File: src/rtl/core_loader.sv
// Boot loader: turns a framed byte stream into instruction-memory writes, then releases the core.
// Optional register preload section is built only when CORE_LOADER_REGLOAD_EN is defined.
module core_loader #(
   parameter int IMEM_WORDS = 256
) (
   input  logic        clk,
   input  logic        rst,
   input  logic        i_byte_valid,
   input  logic [7:0]  i_byte_data,
   output logic        o_byte_ready,
   output logic [31:0] o_inst_mem_addr,
   output logic [31:0] o_inst_mem_data,
   output logic        o_inst_mem_we,
   output logic [4:0]  o_load_reg_addr,
   output logic [31:0] o_load_reg_data,
   output logic        o_load_reg_we,
   output logic        o_setup,
   output logic [31:0] o_pc_instr_start_addr,
   output logic        o_done,
   output logic        o_err
);
   // state   | meaning
   // IDLE    | hunting for sync byte 0xA5
   // HDR     | collecting start address (4 B) and word count (2 B)
   // WORD    | assembling instruction words, one strobe per word
   // REGS    | register preload records (optional build)
   // RELEASE | single cycle before the core leaves setup mode
   // DONE    | load complete, terminal until reset
   // ERR     | bad header, terminal until reset
   typedef enum logic [2:0] {
      S_IDLE,
      S_HDR,
      S_WORD,
`ifdef CORE_LOADER_REGLOAD_EN
      S_REGS,
`endif
      S_RELEASE,
      S_DONE,
      S_ERR
   } state_t;

`ifdef CORE_LOADER_REGLOAD_EN
   localparam state_t S_AFTER_WORDS = S_REGS;
`else
   localparam state_t S_AFTER_WORDS = S_RELEASE;
`endif
   localparam logic [31:0] IMEM_MAX = IMEM_WORDS;

   state_t      state, state_nxt;
   logic [2:0]  byte_cnt;
   logic [31:0] shift;
   logic [7:0]  n_lo;
   logic [15:0] n_words;
   logic [15:0] word_cnt;
   logic [31:0] addr_nxt;
   logic        reg_busy;
   logic        take;
   logic        hdr_last;
   logic [15:0] hdr_n;

   assign take     = i_byte_valid && o_byte_ready;
   assign hdr_last = (state == S_HDR) && take && (byte_cnt == 3'd5);
   assign hdr_n    = {i_byte_data, n_lo};

   always_ff @(posedge clk) begin
      if (rst) state <= S_IDLE;
      else     state <= state_nxt;
   end

`ifdef CORE_LOADER_REGLOAD_EN
   logic        have_cnt;
   logic [7:0]  reg_m;
   logic [7:0]  reg_cnt;
   logic [2:0]  rb_cnt;
   logic [4:0]  ra_buf;
   logic [31:0] rshift;
   logic        take_regs;
   logic        regs_end;

   assign take_regs = take && (state == S_REGS);
   assign regs_end  = (take_regs && !have_cnt && (i_byte_data == 8'd0)) ||
                      (o_load_reg_we && (reg_cnt == reg_m));
   assign reg_busy  = o_load_reg_we;

   // First byte of the section is the record count; each record is addr + 4 data bytes.
   always_ff @(posedge clk) begin
      if (rst) begin
         have_cnt        <= 1'b0;
         reg_m           <= 8'd0;
         reg_cnt         <= 8'd0;
         rb_cnt          <= 3'd0;
         ra_buf          <= 5'd0;
         rshift          <= 32'd0;
         o_load_reg_we   <= 1'b0;
         o_load_reg_addr <= 5'd0;
         o_load_reg_data <= 32'd0;
      end else begin
         o_load_reg_we <= 1'b0;
         if (take_regs) begin
            if (!have_cnt) begin
               have_cnt <= 1'b1;
               reg_m    <= i_byte_data;
            end else begin
               rb_cnt <= rb_cnt + 3'd1;
               if (rb_cnt == 3'd0) ra_buf <= i_byte_data[4:0];
               else                rshift <= {i_byte_data, rshift[31:8]};
               if (rb_cnt == 3'd4) begin
                  rb_cnt          <= 3'd0;
                  o_load_reg_we   <= 1'b1;
                  o_load_reg_addr <= ra_buf;
                  o_load_reg_data <= {i_byte_data, rshift[31:8]};
                  reg_cnt         <= reg_cnt + 8'd1;
               end
            end
         end
      end
   end
`else
   assign reg_busy        = 1'b0;
   assign o_load_reg_we   = 1'b0;
   assign o_load_reg_addr = 5'd0;
   assign o_load_reg_data = 32'd0;
`endif

   always_comb begin
      state_nxt = state;
      case (state)
         S_IDLE: if (take && (i_byte_data == 8'hA5)) state_nxt = S_HDR;
         S_HDR: begin
            if (hdr_last) begin
               if ((shift[1:0] != 2'b00) || ({16'd0, hdr_n} > IMEM_MAX)) state_nxt = S_ERR;
               else if (hdr_n == 16'd0)                                   state_nxt = S_AFTER_WORDS;
               else                                                       state_nxt = S_WORD;
            end
         end
         // Leave on the strobe cycle of the last word so RELEASE follows it.
         S_WORD: if (o_inst_mem_we && (word_cnt == n_words)) state_nxt = S_AFTER_WORDS;
`ifdef CORE_LOADER_REGLOAD_EN
         S_REGS: if (regs_end) state_nxt = S_RELEASE;
`endif
         S_RELEASE: state_nxt = S_DONE;
         default:   state_nxt = state;
      endcase
   end

   always_comb begin
      o_byte_ready = 1'b0;
      case (state)
         S_IDLE, S_HDR, S_WORD: o_byte_ready = !o_inst_mem_we && !reg_busy;
`ifdef CORE_LOADER_REGLOAD_EN
         S_REGS:                o_byte_ready = !o_inst_mem_we && !reg_busy;
`endif
         default:               o_byte_ready = 1'b0;
      endcase
      o_setup = (state != S_DONE);
      o_done  = (state == S_DONE);
      o_err   = (state == S_ERR);
   end

   always_ff @(posedge clk) begin
      if (rst) begin
         byte_cnt              <= 3'd0;
         shift                 <= 32'd0;
         n_lo                  <= 8'd0;
         n_words               <= 16'd0;
         word_cnt              <= 16'd0;
         addr_nxt              <= 32'd0;
         o_inst_mem_we         <= 1'b0;
         o_inst_mem_addr       <= 32'd0;
         o_inst_mem_data       <= 32'd0;
         o_pc_instr_start_addr <= 32'd0;
      end else begin
         o_inst_mem_we <= 1'b0;
         if (take) begin
            case (state)
               S_HDR: begin
                  byte_cnt <= byte_cnt + 3'd1;
                  if (byte_cnt < 3'd4)       shift <= {i_byte_data, shift[31:8]};
                  else if (byte_cnt == 3'd4) n_lo  <= i_byte_data;
                  else begin
                     byte_cnt              <= 3'd0;
                     n_words               <= hdr_n;
                     o_pc_instr_start_addr <= shift;
                     addr_nxt              <= shift;
                  end
               end
               S_WORD: begin
                  byte_cnt <= byte_cnt + 3'd1;
                  shift    <= {i_byte_data, shift[31:8]};
                  if (byte_cnt == 3'd3) begin
                     byte_cnt        <= 3'd0;
                     o_inst_mem_we   <= 1'b1;
                     o_inst_mem_addr <= addr_nxt;
                     o_inst_mem_data <= {i_byte_data, shift[31:8]};
                     addr_nxt        <= addr_nxt + 32'd4;
                     word_cnt        <= word_cnt + 16'd1;
                  end
               end
               default: ;
            endcase
         end
      end
   end

endmodule

File: config.mk
export PLATFORM = sky130hd
export DESIGN_NAME = core_loader
export DESIGN_NICKNAME = d
export VERILOG_FILES = /design/src/rtl/core_loader.sv
export SDC_FILE = /design/constraint.sdc
export NUM_CORES = 1
export LEC_CHECK = 0
export BUFFER_PORTS_ARGS = -buffer_cell sky130_fd_sc_hd__buf_4
export CAP_MARGIN = 20
export CORE_MARGIN = 2
export CORE_UTILIZATION = 58
export CTS_BUF_LIST = sky130_fd_sc_hd__clkbuf_8
export DETAILED_ROUTE_END_ITERATION = 6
export GPL_TIMING_DRIVEN = 0
export PLACE_DENSITY_LB_ADDON = 0.1
export SLEW_MARGIN = 20
export SYNTH_ARGS = -nofsm -noshare
export SYNTH_HDL_FRONTEND = slang
export SYNTH_SLANG_ARGS = --single-unit
File: constraint.sdc
create_clock -name clk -period 2.7 [get_ports clk]
set_input_delay 0.675 -clock clk [delete_from_list [all_inputs] [get_ports clk]]
set_output_delay 0.675 -clock clk [all_outputs]
set_load 0.005 [all_outputs]
# Yosys cells after proc, flatten, opt, wreduce, memory -nomap -nowiden
# Index checks and enable logic that the tools add are counted.
# word_totals
ff_bits,207
output_inout_bits,139
# op_classes
magnitude_cmp,2
n_eq_ne,18
n_mux,18
n_reduce_logical,21
n_addsub,3
bitwise_logic,4
# ops
op,n
$mux 32,4
$pmux 32 s2,2
$add 32x3->32 const B,1
$mux 3,7
$add 16x1->16 const B,1
$eq 16x16->1,1
$gt 16x9->1 const B,1
$logic_not 16->1,1
$eq 3x3->1 const B,4
$ne 2x2->1 const B,6
$pmux 3 s4,1
$reduce_and 4->1,3
$eq 3x2->1 const B,3
$eq 8x8->1 const B,1
$pmux 3 s2,1
$reduce_and 3->1,2
$reduce_or 3->1,2
$logic_and 1x1->1,5
$reduce_and 5->1,1
$not 1->1,4
$reduce_bool 2->1,2
$reduce_bool 4->1,1
$add 3x1->3 const B,1
$eq 3x1->1 const B,1
other kinds (8),10

# Logic depth before layout (Yosys ltp)
# logic_depth
word_depth,8
depth_mapped,11

# Worst setup path after synthesis
# Ideal clock, no wire load.
# synth_timing
path_kind,register to register
startpoint,reg addr_nxt[2]
endpoint,reg addr_nxt[30]
setup_ns,0.077
stages_incl_launch_ff,8
required_ns,2.623
arrival_time_ns,2.247
setup_slack_ns,0.377
n_path_buf,1
cell_sequence,dfxtp_1 ha_1 nand3_2 or4_1 buf_2 or4_1 or3_1 a41oi_2
# synth_via
elab_chain_cells,3
# synth_lines
item,line,rtl
start: declaration,55,logic [31:0] addr_nxt;
start signal: assignment,184,addr_nxt <= shift;
start signal: assignment,195,addr_nxt <= addr_nxt + 32'd4;
$add 32x3->32,195,
$mux 32,190,if (byte_cnt == 3'd3) begin
$pmux 32 s2,175,case (state)
# Every way passes these cells. The select of a mux whose other input is x is not followed.
# A chain may end at the register's enable or synchronous reset.

# Worst setup path in the final report
# layout_timing
startpoint,reg addr_nxt[3]
endpoint,reg addr_nxt[30]
# Same word-level chain as after synthesis.

==> results.md <==
* Outcome: completed
* Syn_area_per_cell at 7.73 sq um
* Clock Tree Buf Depth at 3
* Warnings, synthesis at 0
* Worst Tran Pin Value at 0.996 ns
* Cell with the most instances after synthesis: nand2_1
* Finished Cell Area at 0.0107 sq mm
* Starting density of the core at 0.587
* Final Util at 0.712
* Type of the worst min-delay path: input port to flip-flop
* Die area at 0.0162 sq mm
* Core area at 0.0150 sq mm
* First-pass GRT wire length at 40200 microns
* Via/cell ratio at 5.61
* Clock root cell: clkbuf_8
* Synth top area cells: dfxtp_1 47%, nand2_1 14%, a21oi_1 10%, buf_4 3.2%, clkbuf_1 3.0%
* DR vias at 8579
* Detail Route Antenna Nets at 0
* Number of I/O port buffers at 110
* CP startpoint: addr_nxt[3]
* CP Data Required Time at 3.14 ns
* Seq/Total Area, Yosys at 0.470
* Synth unique cells at 59
* Yosys top cell by area: dfxtp_1
* Tot Pwr at 5800 uW
* Unrepaired setup endpoints after global routing: no
* Die Span Y at 127 microns
* Layout cell share with drive strength beyond 1 at 0.175
* Hold path start: i_byte_data[6]
* Final setup viols at 0
* Clk sinks at 207
* Setup CP Type: flip-flop to flip-flop
* FF-to-FF Start: addr_nxt[3]
* Pin count of the biggest net entering global routing at 11
* Hold Path Stages at 3
* Total GRT Usage at 0.313
* Chip Width at 127 microns
* Power Dens Cells at 542 mW/mm^2
* # nets final at 1338
* Setup TNS at 0 ns
* Layout area overhead at 21.3%
* Fillers at 1305
* CTS tree: built
* Number of global-route vias before repair at 7631
* Commonest cells in the netlist: 335 x nand2_1, 207 x dfxtp_1, 185 x a21oi_1
* Post-CTS Hold Buffers at 0
* Number of DRC markers in iteration 0 at 790
* GP Congestion at 0.951
* Clock insertion delay at the later pin of the skew report at 0.51 ns
* Max-cap viol count at 0
* # IOs at 150
* Routed WL per cell at 17.0 microns
* WL final at 25900 microns
* Worst Setup Start Kind: flip-flop
* Post-CTS Setup Repair Bufs at 0
* Final Hold Viols at 0
* Synthesized instance count at 1141
* EDFF count, synth at 0
* Max-slew violation count at 0
* Post-synth top area share at 0.470
* Min Hold Slack at 0.452 ns
* Worst slew margin at 0.330
* DP HPWL at 18100 microns
* Ys async rst share at 0
* Dpl cell area at 0.0100 sq mm
* Leakage Power at 0.00402 uW
* Peak VDD IR at 0.000341 V
* Fin Clk Skew at 0.0198 ns
* Clk slew on worst S/H paths at 0.07 ns
* Initial antenna violation count at 0
* Fmax at 0.381 GHz
* Flops & latches, synth at 207
* Main synth FF type: dfxtp_1
* Critical Path Sink Type: flip-flop
* Final min period at 2.62 ns
* Critical Path Fanout Max at 9
* CTS H-tree depth at 2
* DRC at 0
* Final Cycle Share at 0.971
* Site Rows at 45
* First-pass iteration count of the detailed router at 5
* GRT overflow at 0
* Critical Path AT at 3.06 ns
* Worst-case reg-to-reg path depth at 7
* TritonCTS Buffers at 34
* Syn Std Cell Area at 0.00882 sq mm
* # diodes at 0
[per-layer routing]
layer	vias up	share of wire	track usage
li1	4137	-	-
met1	3933	0.42	0.435
met2	455	0.45	0.474
met3	54	0.11	0.0766
met4	0	0.025	0.115
met5	-	0	0
[what timing repair did]
item	in CTS	in global routing
pin swaps	0	1
gates cloned	0	0
setup endpoints to repair	91	102
resized for setup	13	17
[cells in the final DEF, fill, tap and decap left out, types with 19 or more instances in the layout]
master	n
nand2_1	334
dfxtp_1	206
a21oi_1	185
buf_4	148
clkbuf_1	51
nor2_1	46
clkbuf_8	41
conb_1	38
o21ai_0	26
inv_1	24
xnor2_1	19
[where the power goes]
part / internal (uW) / leakage (uW) / switching [uW]
clock: 1370 / 0.000364 / 1220
combinational: 56.6 / 0.00199 / 104
sequential: 3050 / 0.00167 / 0.254
[path summary, 6_finish.rpt]
path / endpoint / slack, ns
max: addr_nxt[30] / 0.08
min: o_inst_mem_data[30] / 0.45
max reg2reg: addr_nxt[30] / 0.08
min reg2reg: o_inst_mem_data[20] / 0.45
[logic make-up (layout without fill, tap and decap cells)]
logic type / after synthesis / in the layout / share of synthesized area
AND/OR/NAND/NOR: 488 / 488 / 0.238
AO/OA/AOI/OAI: 271 / 271 / 0.173
flip-flops: 207 / 207 / 0.470
buffers and inverters: 133 / 295 / 0.0736
XOR/XNOR: 26 / 26 / 0.0258
multiplexers: 8 / 8 / 0.00908
adder cells (fa/ha/maj): 7 / 7 / 0.00993
other: 1 / 38 / 0.000425
[sequential cells by signal (all words and copies together) (netlist names)]
signal                 cells
o_inst_mem_addr           32
state                      3
byte_cnt                   3
word_cnt                  16
o_inst_mem_data           32
o_pc_instr_start_addr     32
addr_nxt                  32
n_words                   16
n_lo                       8
shift                     32
o_inst_mem_we              1
[through the flow]
stage / cells / setup slack, ns
6_report: 1528 / 0.0771
3_5_place_dp: 1476 / -0.368
4_1_cts: 1531 / 0.0311
5_1_grt: 1528 / 0.00265
2_1_floorplan: 1178 / 0.377
3_3_place_gp: 1476 / -0.470
[layout make-up]
type                    count  area (sq um)  area share
multi-input cells         838          4210       0.393
clock buffers              41           564      0.0527
well taps                 188           235      0.0220
clock inverters            15          65.1     0.00608
flip-flops and latches    207          4150       0.387
inverters                  14          52.6     0.00491
plain buffers             115           603      0.0564
repair buffers            110           826      0.0772
[critical path, stage by stage (launching register included)]
cell and delay (ns):
dfxtp_1 0.45, ha_1 0.24, nand3_2 0.13, or4_1 0.52
buf_2 0.19, or4_1 0.49, or3_1 0.36, a41oi_2 0.17
No activity file was read; power rests on OpenSTA's default activity.
